<file path="src/rtl/csr_pkg.sv">
// Shared constants for the machine-mode CSR file: widths, CSR addresses,
// mstatus field positions, per-register write masks and the misa value.
// Combinational definitions only; no state and no flow control.
package csr_pkg;

  localparam int XLEN = 64;

  // Implemented CSR addresses
  localparam logic [11:0] CSR_MSTATUS   = 12'h300;
  localparam logic [11:0] CSR_MISA      = 12'h301;
  localparam logic [11:0] CSR_MIE       = 12'h304;
  localparam logic [11:0] CSR_MTVEC     = 12'h305;
  localparam logic [11:0] CSR_MSCRATCH  = 12'h340;
  localparam logic [11:0] CSR_MEPC      = 12'h341;
  localparam logic [11:0] CSR_MCAUSE    = 12'h342;
  localparam logic [11:0] CSR_MTVAL     = 12'h343;
  localparam logic [11:0] CSR_MIP       = 12'h344;
  localparam logic [11:0] CSR_MCYCLE    = 12'hB00;
  localparam logic [11:0] CSR_MVENDORID = 12'hF11;
  localparam logic [11:0] CSR_MARCHID   = 12'hF12;
  localparam logic [11:0] CSR_MIMPID    = 12'hF13;
  localparam logic [11:0] CSR_MHARTID   = 12'hF14;

  // mstatus field positions
  localparam int MSTATUS_MIE    = 3;
  localparam int MSTATUS_MPIE   = 7;
  localparam int MSTATUS_MPP_LO = 11;
  localparam int MSTATUS_MPP_HI = 12;

  // Bits a generic write is allowed to change
  localparam logic [63:0] MSTATUS_WMASK = 64'h0000_0000_0000_0088;
  localparam logic [63:0] MIE_WMASK     = 64'h0000_0000_0000_0888;
  localparam logic [63:0] MTVEC_WMASK   = 64'hFFFF_FFFF_FFFF_FFFC;
  localparam logic [63:0] MEPC_WMASK    = 64'hFFFF_FFFF_FFFF_FFFE;

  // MXL=2 (64-bit), extensions I and M
  localparam logic [63:0] MISA_VALUE    = 64'h8000_0000_0000_1100;

  // Build the architectural mstatus view from the two stored enable bits;
  // MPP is hard-wired to machine mode.
  function automatic logic [63:0] mstatus_view(input logic mie, input logic mpie);
    logic [63:0] v;
    v                                = '0;
    v[MSTATUS_MPP_HI:MSTATUS_MPP_LO] = 2'b11;
    v[MSTATUS_MIE]                   = mie;
    v[MSTATUS_MPIE]                  = mpie;
    return v;
  endfunction

endpackage

</file>
<file path="src/rtl/csr.sv">
// Machine-mode CSR file: one combinational read port, one generic write port, trap-entry ports.
// Reads are zero latency; writes are visible the cycle after the capturing rising edge.
// No backpressure: every write is accepted in the cycle it is presented, never stalls.
module csr #(
  parameter int              XLEN    = csr_pkg::XLEN,
  parameter logic [XLEN-1:0] HART_ID = '0
) (
  input  logic            clk,
  input  logic            rst,
  input  logic            we_i,
  input  logic [11:0]     waddr_i,
  input  logic [XLEN-1:0] wdata_i,
  input  logic            we_mtval_i,
  input  logic [XLEN-1:0] wdata_mtval_i,
  input  logic            we_mepc_i,
  input  logic [XLEN-1:0] wdata_mepc_i,
  input  logic            we_mcause_i,
  input  logic [XLEN-1:0] wdata_mcause_i,
  input  logic            exception_mie_req_i,
  input  logic [11:0]     raddr_i,
  output logic [XLEN-1:0] rdata_o
);
  import csr_pkg::*;

  // Only MIE and MPIE are real storage in mstatus; MPP and the rest are constant.
  logic            mstatus_mie;
  logic            mstatus_mpie;
  logic [XLEN-1:0] mie_q;
  logic [XLEN-1:0] mtvec_q;
  logic [XLEN-1:0] mscratch_q;
  logic [XLEN-1:0] mepc_q;
  logic [XLEN-1:0] mcause_q;
  logic [XLEN-1:0] mtval_q;
  logic [XLEN-1:0] mcycle_q;

  // One-hot decode of the generic write port onto the writable registers
  logic gen_mstatus;
  logic gen_mie;
  logic gen_mtvec;
  logic gen_mscratch;
  logic gen_mepc;
  logic gen_mcause;
  logic gen_mtval;
  logic gen_mcycle;

  // Decode the generic write address; read-only and unknown addresses fall through
  always_comb begin
    gen_mstatus  = 1'b0;
    gen_mie      = 1'b0;
    gen_mtvec    = 1'b0;
    gen_mscratch = 1'b0;
    gen_mepc     = 1'b0;
    gen_mcause   = 1'b0;
    gen_mtval    = 1'b0;
    gen_mcycle   = 1'b0;
    if (we_i) begin
      case (waddr_i)
        CSR_MSTATUS:  gen_mstatus  = 1'b1;
        CSR_MIE:      gen_mie      = 1'b1;
        CSR_MTVEC:    gen_mtvec    = 1'b1;
        CSR_MSCRATCH: gen_mscratch = 1'b1;
        CSR_MEPC:     gen_mepc     = 1'b1;
        CSR_MCAUSE:   gen_mcause   = 1'b1;
        CSR_MTVAL:    gen_mtval    = 1'b1;
        CSR_MCYCLE:   gen_mcycle   = 1'b1;
        default:      ;
      endcase
    end
  end

  // mstatus: trap entry saves MIE into MPIE and clears MIE, overriding any generic write
  always_ff @(posedge clk or negedge rst) begin
    if (!rst) begin
      mstatus_mie  <= 1'b0;
      mstatus_mpie <= 1'b0;
    end else if (exception_mie_req_i) begin
      mstatus_mpie <= mstatus_mie;
      mstatus_mie  <= 1'b0;
    end else if (gen_mstatus) begin
      mstatus_mie  <= wdata_i[MSTATUS_MIE];
      mstatus_mpie <= wdata_i[MSTATUS_MPIE];
    end
  end

  // Registers with only a generic write path; masked bits are stored as zero
  always_ff @(posedge clk or negedge rst) begin
    if (!rst) begin
      mie_q      <= '0;
      mtvec_q    <= '0;
      mscratch_q <= '0;
    end else begin
      if (gen_mie)      mie_q      <= wdata_i & XLEN'(MIE_WMASK);
      if (gen_mtvec)    mtvec_q    <= wdata_i & XLEN'(MTVEC_WMASK);
      if (gen_mscratch) mscratch_q <= wdata_i;
    end
  end

  // Trap registers: the dedicated exception port takes priority over the generic port
  always_ff @(posedge clk or negedge rst) begin
    if (!rst) begin
      mepc_q   <= '0;
      mcause_q <= '0;
      mtval_q  <= '0;
    end else begin
      if (we_mepc_i)     mepc_q   <= wdata_mepc_i & XLEN'(MEPC_WMASK);
      else if (gen_mepc) mepc_q   <= wdata_i & XLEN'(MEPC_WMASK);

      if (we_mcause_i)     mcause_q <= wdata_mcause_i;
      else if (gen_mcause) mcause_q <= wdata_i;

      if (we_mtval_i)     mtval_q <= wdata_mtval_i;
      else if (gen_mtval) mtval_q <= wdata_i;
    end
  end

  // Free-running cycle counter; a generic write replaces that cycle's increment
  always_ff @(posedge clk or negedge rst) begin
    if (!rst) begin
      mcycle_q <= '0;
    end else if (gen_mcycle) begin
      mcycle_q <= wdata_i;
    end else begin
      mcycle_q <= mcycle_q + XLEN'(1);
    end
  end

  // Combinational read mux on current state; no bypass of same-cycle writes
  always_comb begin
    rdata_o = '0;
    case (raddr_i)
      CSR_MSTATUS:  rdata_o = XLEN'(mstatus_view(mstatus_mie, mstatus_mpie));
      CSR_MISA:     rdata_o = XLEN'(MISA_VALUE);
      CSR_MIE:      rdata_o = mie_q;
      CSR_MTVEC:    rdata_o = mtvec_q;
      CSR_MSCRATCH: rdata_o = mscratch_q;
      CSR_MEPC:     rdata_o = mepc_q;
      CSR_MCAUSE:   rdata_o = mcause_q;
      CSR_MTVAL:    rdata_o = mtval_q;
      CSR_MIP:      rdata_o = '0;
      CSR_MCYCLE:   rdata_o = mcycle_q;
      CSR_MVENDORID,
      CSR_MARCHID,
      CSR_MIMPID:   rdata_o = '0;
      CSR_MHARTID:  rdata_o = HART_ID;
      default:      rdata_o = '0;
    endcase
  end

endmodule

</file>
<file path="config.mk">
export PLATFORM = sky130hd
export DESIGN_NAME = csr
export DESIGN_NICKNAME = d
export VERILOG_FILES = /design/src/rtl/csr_pkg.sv /design/src/rtl/csr.sv
export SDC_FILE = /design/constraint.sdc
export NUM_CORES = 1
export LEC_CHECK = 0
export CAP_MARGIN = 20
export CORE_MARGIN = 4
export CORE_UTILIZATION = 53
export CTS_CLUSTER_SIZE = 10
export DETAILED_ROUTE_END_ITERATION = 6
export PLACE_DENSITY = 0.81
export SLEW_MARGIN = 5
export SYNTH_ARGS = -nofsm -noshare
export SYNTH_HDL_FRONTEND = slang
export SYNTH_SLANG_ARGS = --single-unit
</file>
<file path="constraint.sdc">
create_clock -name clk -period 3.6 [get_ports clk]
set_clock_uncertainty 0.15 [all_clocks]
set_input_delay 0.72 -clock clk [delete_from_list [all_inputs] [get_ports clk]]
set_output_delay 0.72 -clock clk [all_outputs]
set_load 0.02 [all_outputs]
</file>
* After elaboration in Yosys (flattened, before gate mapping)
Index checks and enable logic that the tools add are counted.
** Word-level totals
- Flip-flop bits (word level) :: 387
- Input bits :: 287
- Logic and storage cells :: 59
** Cells by class
- $add $sub $neg :: 1
- Equality and inequality tests :: 17
- Muxes and demuxes :: 28
- Reductions and logical operators :: 4
** Operators by type and width (number)
- 64-bit case mux with 9 select lines :: 1
- 64-bit 2-to-1 mux :: 7
- 12-bit by 10-bit == test with 1-bit output (second input constant) :: 15
- 64-bit by 1-bit adder with 64-bit output (second input constant) :: 1
- 12-bit == test (second input constant) :: 2
- 1-bit 2-to-1 mux :: 20
- 2-bit nonzero test :: 4

* Longest topological paths before layout
- Depth after elaboration :: 5
- Mapped depth :: 9

* Worst setup path before layout
OpenSTA, ideal clock, no wires.
- Kind :: input to output
- From :: in raddr_i[5]
- To :: out rdata_o[13]
- Arrival :: 2569 ps
- Required time :: 2730 ps
- Path slack :: 161 ps
- Stages :: 6
- Buffers on the path :: 1
- Cells stage by stage :: or4b_1 -> nor2_1 -> nand4b_1 -> nor2_1 -> clkbuf_1 -> a221o_1
** On the way
- Longest elaborated chain between the ends :: 2
- Elaborated cells between the ends (all ways) :: 10
- Those cells by class :: 9 x eq/ne; 1 x mux
** RTL lines
- from (decl) :: RTL line csr.sv:20 : input logic [11:0] raddr_i,
- 12-bit == test / 12-bit by 10-bit == test with 1-bit output (equally long branches) :: RTL line csr.sv:130 : case (raddr_i)
- 64-bit case mux with 9 select lines (*) :: RTL line csr.sv:130
- to (decl) :: RTL line csr.sv:21 : output logic [XLEN-1:0] rdata_o
Every way passes the cells marked *; elsewhere a longest branch is shown, timed or not.

* Final worst setup path
- From :: in raddr_i[11]
- To :: out rdata_o[19]
Same word-level chain as after synthesis.

==> metrics.md <==
| Metric | Value |
|---|---|
| Pleak | approximately 12 nW |
| Max-slew violation count | 0 |
| ANT cells | 0 |
| Routability Congestion | roughly 0.86 |
| Grt met3 use | 5.97% |
| Top-area cell type share of the netlist area | 49.9% |
| Clock transition at path regs | around 50 ps |
| Area Growth Syn to Fin | 34.4% |
| Fin nets | 2567 |
| TritonCTS buffer count | 45 |
| CORE AREA | around 36000 um2 |
| Post-synthesis adder-cell area fraction | 0.0646% |
| Synth cell types | 53 |
| Mapped cell area | 19400 um2 |
| CP endpoint kind | output pin |
| Combinational share of power | between 10% and 20% |
| Pwr dens | about 380 nW/um2 |
| Worst IR Drop VDD | 290 uV |
| Max Fclk | 0.267 GHz |
| Cell chain of the critical path | buf_8, or4b_4, nor4_4, buf_6, buf_12, buf_12, buf_8, buf_8, buf_6, a22oi_1, o21ai_1, a221o_1, buf_6 |
| DIE AREA | between 30000 and 40000 um2 |
| Grt peak-use layer | met2 |
| Tmin final | 3740 ps |
| Warnings from Yosys | 0 |
| Ranking of synthesized cells by area | dfrtp_1, nand2_1, mux2_2 |
| Failing checks | negative setup slack |
| Die span in y | 199 um |
| Xor and xnor area share after synthesis | 1.72% |
| Critical setup path kind | in -> out |
| Pre-CTS setup slack | -884 ps |
| M2 GR Usage | 55.1% |
| DRT Pass-1 Iters | 6 |
| Routed WL | ~68000 um |
| Total grt overflow | 0 |
| H-tree levels | 2 |
| I/O pin count | 351 |
| Post-Synthesis Cells | 1895 |
| Multi-input gate area | 9350 um2 |
| Initial antenna violation count | 2 |
| Psw | 2.42 mW |
| Sw Share | 24.5% |
| Final period util | 104% |
| Cell with the most instances after synthesis | nand2_1 |
| Worst-path maximum fanout | 5 |
| Status | finished with violations |
| Starting Density | around 54% |
| Part of the power in the clock network | 41.0% |
| Synth Area in Compound Gates | 16.3% |
| Non-Filler Instances | 2750 |
| Placement-stage cell area | roughly 24000 um2 |
| Reg area | 9660 um2 |
| Max Root-Sink Buffers | 3 |
| # rows | 69 |
| CP Buf/Inv Count | 8 |
| Final worst slack | -143 ps |
| Predominant post-synthesis flop cell | dfrtp_1 |
| TritonCTS clock tree | built |
| Seq/Total Area, Yosys | roughly 50% |
| Net Count, Synth | 2183 |
| Core Util, Final | 72.7% |
| Worst Path Required | between 2000 and 3000 ps |
| RSZ-0062 raised after global routing | yes |
| DRT iter0 DRCs | 1352 |
| Synth Area per Inst | 10.2 um2 |
| Chip width | 199 um |
| Simple-gate share of the synthesized area | ~14% |
| Final Power | 9.90 mW |
| Largest family of logic cells by synthesized area | compound AO/OA/AOI/OAI gates |
| Commonest cells post-synth | nand2_1, dfrtp_1, a22oi_1 |
| Synth area leader | dfrtp_1 |
| CTS Sinks | 386 |
| Int Power | 7.47 mW |
| Post-route cell area | 26000 um2 |
| Vias per cell | 6.37 |
| Max stage delay on crit path | 560 ps |
| Max Cap Viol | 0 |
| Largest net degree at the start of global routing | 88 |
| Worst-Skew Late Latency | 530 ps |
| Final ANT Viol Nets | 0 |
| Number of synthesized register bits | 386 |
| Final setup violation count | 58 |
| Least-Margin Pin Slew | 1020 ps |
| Largest delay share family, worst path | buffers and inverters |
| Vias in the first global route | about 18000 |
| Multiplexer share of the synthesized area | 14.6% |
| Worst path slowest cell | or4b_4 |
| DR WL/cell | 24.6 um |
| Clk root buf | clkbuf_16 |
| GRT Resource Usage Total | 32.9% |
| Flop pwr share | 48.4% |
| IO Port Bufs | 349 |
| Post-synth EDFFs | 0 |
| FFs w/ async S/R, synth | 100% |
| Via total after detailed routing | 17507 |
| Dpl hpwl | 42600 um |
| DR DRC count | 0 |
| DP Cell Count | 2640 |
| Met1 Usage GRT | a little over two fifths |
| Layout cells sized above 1 | 19.4% |
| Class of the worst hold path | in -> async |
| Worst EP arrival | 2870 ps |
| Global-route wire length before repair | 103000 um |
| Hold Vio Cnt, Final | 0 |
| CP Launch Type | input port |
| Hold-fix buffers, CTS | 0 |
| Filler cells | 2509 |
| Slew headroom | 31.7% |
## path summary, 6_finish.rpt
path / start / end / slack, ps / cells after the start
max: raddr_i[11] / rdata_o[19] / -140 / 13
min: rst / mcause_q[11] / 70 / 1
max reg2reg: mcycle_q[0] / mcycle_q[50] / 760 / 6
min reg2reg: mcause_q[24] / mcause_q[24] / 310 / 2
max in group asynchronous: rst / mcause_q[48] / 2290 / 2
min in group clk: mcause_q[24] / mcause_q[24] / 310 / 2
## logic make-up (layout without fill, tap and decap cells)
kind of cell / after synthesis / after routing
adders and majority gates: 1 / 1
buffers and inverters: 150 / 544
and+or+nand+nor: 594 / 594
xor gates and xnor gates: 38 / 38
DFF: 386 / 386
muxes: 266 / 266
AOI/OAI and AO/OA: 460 / 460
## cells in the final DEF (no fill, tap or decap), types with 10 or more instances in the layout
cell type and instances:
dfrtp_1 386, nand3_1 41, mux2_2 129, o21ai_1 40, xor2_1 28, mux2i_1 137
nand2_1 391, inv_1 14, a22oi_2 25, or3_1 18, o21ai_0 130, buf_6 83
nand4_1 32, xnor2_1 10, a22oi_1 159, clkbuf_16 49, buf_8 11, buf_4 61
clkdlybuf4s50_1 269, a221o_1 61, a31oi_1 18, nor2_1 35, buf_12 30
## power groups by stage
stage	Sequential (mW)	Combinational [mW]	Clock, mW
after global routing	4.81	1.14	4.26
final	4.79	1.05	4.06
after floorplan	4.78	0.409	0
after global placement	4.83	0.997	0
after CTS	4.78	1.04	4.09
after detailed placement	4.85	1.03	0
## cell type report
cell class / instances / share of cell area (%)
clock buffers: 55 / 4.75
clock inverters: 2 / 0.0529
inverters: 14 / 0.202
multi-input cells: 1359 / 35.9
flip-flops and latches: 386 / 37.1
well taps: 461 / 2.22
repair buffers: 473 / 19.7
## registers in the layout, indices dropped and copies added, names as in the netlist
name	count
mcause_q	64
mcycle_q	64
mepc_q	63
mie_q	3
mscratch_q	64
mstatus_mie	1
mstatus_mpie	1
mtval_q	64
mtvec_q	62
## per-stage QoR
| stage | setup TNS (ps) | hold WS [ps] |
|---|---|---|
| 2_1_floorplan | 0 | 274 |
| 3_3_place_gp | -51220 | 298 |
| 3_5_place_dp | -52560 | 305 |
| 4_1_cts | -7290 | 92.4 |
| 5_1_grt | -8520 | 113 |
| 6_report | -4290 | 73.3 |
## routing by layer
metal	part of all wire [%]	vias to the layer above
met5	0.027	-
met4	3.8	4
met3	8.1	186
met2	49	917
met1	39	8703
li1	-	7697
## worst reg2reg max path, delay by kind of cell, from the launching register on
family / cells / cell delay (ps)
simple gates: 4 / 1760
flops: 1 / 430
fa+ha+maj: 1 / 240
compound gates: 1 / 180
## repair_timing
| item | in CTS | in global routing |
|---|---|---|
| endpoints found under the setup margin | 64 | 63 |
| pin swaps | 8 | 39 |
| gates resized for setup | 442 | 98 |
| cloned | 7 | 2 |
| buffers inserted | 34 | 14 |
Note: power is estimated with default switching activity, not from simulation.
